## src/rtl/tap_pkg.sv

```systemverilog
// Shared types for the tagged-word decoder: FSM state encoding and the
// width of one stored FIFO entry ({epoch, raw timestamp, payload}).
package tap_pkg;

   typedef enum logic {
      WAIT_PING = 1'b0,
      RUN       = 1'b1
   } tap_state_e;

   // A stored entry is the payload plus the full extended timestamp.
   function automatic int entry_w(input int data_w, input int time_w);
      return data_w + time_w;
   endfunction

endpackage

```

## src/rtl/tap_fifo.sv

```systemverilog
// Show-ahead FIFO for decoded words. The head entry is read combinationally
// from storage, so a word written at one edge is presented right after it.
// A push into a full FIFO is accepted only when a pop happens the same cycle.
module tap_fifo #(
   parameter int DEPTH   = 8,
   parameter int ENTRY_W = 48
) (
   input  logic               clk,
   input  logic               rst_n,
   input  logic               push,
   input  logic [ENTRY_W-1:0] push_data,
   input  logic               pop,
   output logic               full,
   output logic               empty,
   output logic [ENTRY_W-1:0] head
);

   localparam int AW = $clog2(DEPTH);
   localparam int CW = $clog2(DEPTH + 1);
   localparam logic [CW-1:0] FULL_CNT = CW'(DEPTH);

   logic [ENTRY_W-1:0] mem [DEPTH];
   logic [AW-1:0]      wr_ptr;
   logic [AW-1:0]      rd_ptr;
   logic [CW-1:0]      count;
   logic               do_push;
   logic               do_pop;

   assign empty   = (count == '0);
   assign full    = (count == FULL_CNT);
   assign do_pop  = pop && !empty;
   assign do_push = push && (!full || do_pop);
   assign head    = mem[rd_ptr];

   // Pointer and occupancy bookkeeping; pointers wrap naturally (DEPTH is 2^n).
   always_ff @(posedge clk or negedge rst_n) begin
      if (!rst_n) begin
         wr_ptr <= '0;
         rd_ptr <= '0;
         count  <= '0;
      end else begin
         if (do_push) wr_ptr <= wr_ptr + AW'(1);
         if (do_pop)  rd_ptr <= rd_ptr + AW'(1);
         case ({do_push, do_pop})
            2'b10:   count <= count + CW'(1);
            2'b01:   count <= count - CW'(1);
            default: count <= count;
         endcase
      end
   end

   // Entry storage; cleared on reset so the presented head reads as zero.
   always_ff @(posedge clk or negedge rst_n) begin
      if (!rst_n) begin
         for (int i = 0; i < DEPTH; i++) mem[i] <= '0;
      end else if (do_push) begin
         mem[wr_ptr] <= push_data;
      end
   end

endmodule

```

## src/rtl/tap_decode.sv

```systemverilog
// Tagged-word decoder: extends the raw timestamp of each word with an epoch
// counter that restarts on every global ping and advances whenever the raw
// timestamp steps backwards. Decoded words are queued in a show-ahead FIFO.
module tap_decode
   import tap_pkg::*;
#(
   parameter int WIDTH_1     = 32,
   parameter int WIDTH_2     = 16,
   parameter int TIMER_WIDTH = 8,
   parameter int DEPTH       = 8
) (
   input  logic                           clk,
   input  logic                           rst_n,
   input  logic                           global_ping,
   input  logic                           in_valid,
   input  logic [WIDTH_1+TIMER_WIDTH-1:0] in_data,
   output logic                           out_valid,
   input  logic                           out_ready,
   output logic [WIDTH_1-1:0]             out_data,
   output logic [WIDTH_2-1:0]             out_time,
   output logic                           overflow,
   output logic                           epoch_err
);

   localparam int EPOCH_W = WIDTH_2 - TIMER_WIDTH;
   localparam int ENTRY_W = entry_w(WIDTH_1, WIDTH_2);

   tap_state_e             state;
   tap_state_e             state_nxt;
   logic                   ping_q;
   logic                   ping_ev;
   logic [EPOCH_W-1:0]     epoch_q;
   logic [EPOCH_W-1:0]     epoch_base;
   logic [EPOCH_W-1:0]     epoch_nxt;
   logic                   first_q;
   logic                   first_eff;
   logic                   first_nxt;
   logic [TIMER_WIDTH-1:0] last_raw_q;
   logic [TIMER_WIDTH-1:0] raw;
   logic [WIDTH_1-1:0]     payload;
   logic                   proc;
   logic                   inc;
   logic                   wrap;
   logic                   fifo_full;
   logic                   fifo_empty;
   logic                   pop;
   logic [ENTRY_W-1:0]     head;

   assign raw     = in_data[WIDTH_1+TIMER_WIDTH-1 -: TIMER_WIDTH];
   assign payload = in_data[WIDTH_1-1:0];
   assign pop     = out_valid && out_ready;

   // Next state and epoch decode; a ping in the same cycle as a word is applied first.
   always_comb begin
      state_nxt  = state;
      proc       = 1'b0;
      ping_ev    = (global_ping != ping_q);
      case (state)
         WAIT_PING: begin
            if (ping_ev) state_nxt = RUN;
            proc = in_valid && ping_ev;
         end
         RUN:     proc = in_valid;
         default: state_nxt = WAIT_PING;
      endcase
      first_eff  = ping_ev || first_q;
      epoch_base = ping_ev ? '0 : epoch_q;
      inc        = proc && !first_eff && (raw < last_raw_q);
      wrap       = inc && (&epoch_base);
      epoch_nxt  = inc ? epoch_base + EPOCH_W'(1) : epoch_base;
      first_nxt  = proc ? 1'b0 : first_eff;
   end

   // State register.
   always_ff @(posedge clk or negedge rst_n) begin
      if (!rst_n) state <= WAIT_PING;
      else        state <= state_nxt;
   end

   // Ping edge memory, epoch tracking and sticky error flags.
   always_ff @(posedge clk or negedge rst_n) begin
      if (!rst_n) begin
         ping_q     <= 1'b0;
         epoch_q    <= '0;
         first_q    <= 1'b0;
         last_raw_q <= '0;
         overflow   <= 1'b0;
         epoch_err  <= 1'b0;
      end else begin
         ping_q  <= global_ping;
         epoch_q <= epoch_nxt;
         first_q <= first_nxt;
         // Tracked even for dropped words so wrap detection survives overflow.
         if (proc) last_raw_q <= raw;
         if (proc && fifo_full && !pop) overflow <= 1'b1;
         if (wrap) epoch_err <= 1'b1;
      end
   end

   tap_fifo #(
      .DEPTH   (DEPTH),
      .ENTRY_W (ENTRY_W)
   ) u_fifo (
      .clk       (clk),
      .rst_n     (rst_n),
      .push      (proc),
      .push_data ({epoch_nxt, raw, payload}),
      .pop       (pop),
      .full      (fifo_full),
      .empty     (fifo_empty),
      .head      (head)
   );

   assign out_valid = !fifo_empty;
   assign out_time  = head[WIDTH_1 +: WIDTH_2];
   assign out_data  = head[WIDTH_1-1:0];

endmodule

```

## config.mk

```make
export PLATFORM = sky130hd
export DESIGN_NAME = tap_decode
export DESIGN_NICKNAME = d
export VERILOG_FILES = /design/src/rtl/tap_pkg.sv /design/src/rtl/tap_fifo.sv /design/src/rtl/tap_decode.sv
export SDC_FILE = /design/constraint.sdc
export NUM_CORES = 1
export LEC_CHECK = 0
export BUFFER_PORTS_ARGS = -buffer_cell sky130_fd_sc_hd__buf_2
export CORE_MARGIN = 4
export CORE_UTILIZATION = 55
export DETAILED_ROUTE_END_ITERATION = 12
export PLACE_DENSITY_LB_ADDON = 0.12
export SKIP_CTS_REPAIR_TIMING = 1
export SLEW_MARGIN = 30
export SYNTH_ARGS = -nofsm -noshare
export SYNTH_HDL_FRONTEND = slang
export SYNTH_HIERARCHICAL = 1
export SYNTH_SLANG_ARGS = --single-unit
```

## constraint.sdc

```tcl
create_clock -name clk -period 3 [get_ports clk]
set_input_delay 0.9 -clock clk [delete_from_list [all_inputs] [get_ports clk]]
set_output_delay 0.9 -clock clk [all_outputs]
set_load 0.01 [all_outputs]
```

==> metrics.txt <==
pwr/cell area=about 1100 nW/um^2; Cell Chain, Critical Path=buf_12 -> buf_16 -> mux4_2 -> mux2_2 -> buf_2; Leak=between 9 and 10 nW; # diodes=0; HP Class=input port to asynchronous set/reset pin; CP required=approximately 2.1 ns; post-synth top area cell=dfrtp_1; Comb power frac=0.404; die area=between 30,000 and 40,000 um^2; simple-gate area share of the yosys netlist=0.0165; Gate Count Post-Synth=about 1,200; Mapped Avg Cell Area=approximately 16 um^2; Worst slew margin=0.486; Final Hold Slack=0.353 ns; pin count of the biggest net entering global routing=between 70 and 80; synth cell count leaders=415 x dfrtp_1, 277 x mux2_2, 159 x mux2_1; Clk pwr share=0.217; antenna violations before repair=2; Detailed Routing Iterations Pass 1=6; fin nets=~1,400; startpoint class of the critical path=flip-flop; Vias/cell=5.89; setup ws final=-0.173 ns; DR WL/cell=roughly 23 um; syn_nets=approximately 1,200; gr usage total=0.215; layout cells sized above 1=0.475; EDFF count, synth=0; H-Tree Depth=2; final non-filler cell total=~1,800; Rows=67; pre-CTS setup slack=-0.0544 ns; Area after DPL=approximately 21,000 um^2; CP max FO=9; area occupied by multi-input gates=between 8000 and 9000 um^2; Power Internal=0.0169 W; Synth area leaders=dfrtp_1 55%, mux2_2 16%, mux4_2 11%, mux2_1 9.5%, buf_6 0.89%; Seq pwr share=0.379; Iteration-0 DRC Markers=around 420; DIE WIDTH=approximately 190 um; crit path DAT=around 2.3 ns; DIE HEIGHT=193 um; clk_lat worst skew=roughly 0.54 ns; Sw Ratio=0.302; fin. max-slew vios=0; Synth Flop Type=dfrtp_1; final wirelength=a little over 40,000 um; TritonCTS Buffers=44; boundary pin count=96; clk sinks=just over 400; final hold violation count=0; Crit. End Element=output pin; Syn Std Cell Area=about 19,000 um^2; failing checks=setup timing; Placer Congestion=between 0.7 and 0.8; largest family of logic cells by synthesized area=multiplexers; CP max stage cell=mux4_2; post-route cell area=between 20,000 and 25,000 um^2; Sequential Area=~10,000 um^2; Initial Utilization=0.561; max cap viols=0; Seq/Total Area, Yosys=0.549; global-route congestion overflow total=0; Synth Area in Compound Gates=0.0169; Slew @ Worst Pin=between 0.7 and 0.8 ns; clock root cell=clkbuf_16; vias in the first global route=11,214; Detail Placement HPWL=between 20,000 and 25,000 um; Tmin final=between 3 and 4 ns; Max VDD drop=approximately 0.00063 V; Fmax achieved=315 MHz; fin crit share=1.06; fillers=between 2,000 and 2,500; Sw Pwr=0.00733 W; Yosys reg bits=between 400 and 500; final setup fails=48; clk_skew=between 0.02 and 0.025 ns; antenna-violating nets left=0; Cell variety after synth=49; clk buf depth=3; drt drc=0; total core area=~34,000 um^2; port bufs=95; first-pass GRT wire length=roughly 65,000 um; Post-Synth Adder-Cell Area=0.00966; Clock transition at path regs=roughly 0.06 ns; synth-to-layout area growth=17.8%; outcome=finished, violations left; asr flop ratio synth=1.00; Placed Instances=~1,700; mux cell area share after synthesis=0.375; top-area cell type share of the netlist area=0.549; slowest stage delay, CP=approximately 0.50 ns; Ys Warns=6; final total power=about 0.024 W; XOR/XNOR Fraction of Synth Area=0.00596; crit path kind=flip-flop to output pin; via count=approximately 10,000; CTS tree=done; most frequent cell after synthesis=dfrtp_1; RSZ-0062 raised after global routing=true
[sequential cells by signal (all words and copies together), names as in the netlist]
register,count
state,1
first_q,1
ping_q,1
u_fifo/count,4
u_fifo/wr_ptr,3
epoch_err,1
last_raw_q,8
overflow,1
epoch_q,8
u_fifo/mem,384
u_fifo/rd_ptr,3
[cell families (layout without fill, tap and decap cells)]
group | Yosys count | count (layout)
muxes | 534 | 534
AOI/OAI and AO/OA | 37 | 37
DFF | 415 | 415
and+or+nand+nor | 56 | 56
adders and majority gates | 14 | 14
xor gates and xnor gates | 12 | 12
buffers and inverters | 88 | 264
[path summary, 6_finish.rpt]
check / startpoint / to / slack [ns] / cells after the start
max: u_fifo/rd_ptr[0]$_DFFE_PN0P_ / out_time[13] / -0.17 / 5
min: rst_n / u_fifo/mem[321]$_DFFE_PN0P_ / 0.35 / 1
max reg2reg: u_fifo/count[2]$_DFFE_PN0P_ / u_fifo/count[3]$_DFFE_PN0P_ / 0.24 / 9
min reg2reg: u_fifo/mem[86]$_DFFE_PN0P_ / u_fifo/mem[86]$_DFFE_PN0P_ / 0.49 / 1
max in group asynchronous: rst_n / u_fifo/rd_ptr[0]$_DFFE_PN0P_ / 1.75 / 2
min in group clk: u_fifo/mem[86]$_DFFE_PN0P_ / u_fifo/mem[86]$_DFFE_PN0P_ / 0.49 / 1
[cells in the final DEF (no fill, tap or decap), types with 11 or more instances in the layout]
cell type	Yosys	layout
mux4_2	96	96
clkbuf_8	0	12
dfrtp_1	415	412
buf_12	0	32
clkbuf_1	19	11
ha_1	13	11
inv_1	15	15
buf_6	15	11
mux2_1	159	159
mux2_2	277	271
nand2_1	21	21
buf_4	7	32
clkbuf_16	0	51
buf_2	28	85
[area by class of cell]
class                      instances  area share
sequential                       415       0.467
multi-input combinational        653       0.367
timing repair buffer             170      0.0748
clock buffer                      68      0.0598
tap                              448      0.0252
clock inverter                    11     0.00393
inverter                          15     0.00253
[critical path: cells and delay by family (launching register included)]
kind / cells / cell delay (ns)
mux: 2 / 0.81
buf+inv: 3 / 0.49
flops: 1 / 0.44
[layer usage]
metal / part of all wire / global-route usage / wire, um
met1: 0.46 / 0.309 / 18700
met2: 0.49 / 0.358 / 20100
met3: 0.036 / 0.0343 / 1490
met4: 0.014 / 0.0401 / 562
met5: 0.00034 / 0 / 14
[power groups by stage]
| stage | Sequential, W | Clock, W | Combinational (W) |
|---|---|---|---|
| after global routing | 0.00947 | 0.00562 | 0.0106 |
| after detailed placement | 0.00933 | 0 | 0.00927 |
| after CTS | 0.00924 | 0.00539 | 0.00933 |
| final | 0.00919 | 0.00527 | 0.00981 |
| after global placement | 0.00921 | 0 | 0.00909 |
| after floorplan | 0.00877 | 0 | 0.00680 |
[stage by stage]
stage,setup TNS (ns),util
finish,-6.41,0.661
global route,-9.92,0.661
CTS,-14.22,0.652
detailed placement,-0.526,0.610
global placement,-0.136,0.610
floorplan,0,-
Note: power is estimated with default switching activity, not from simulation.
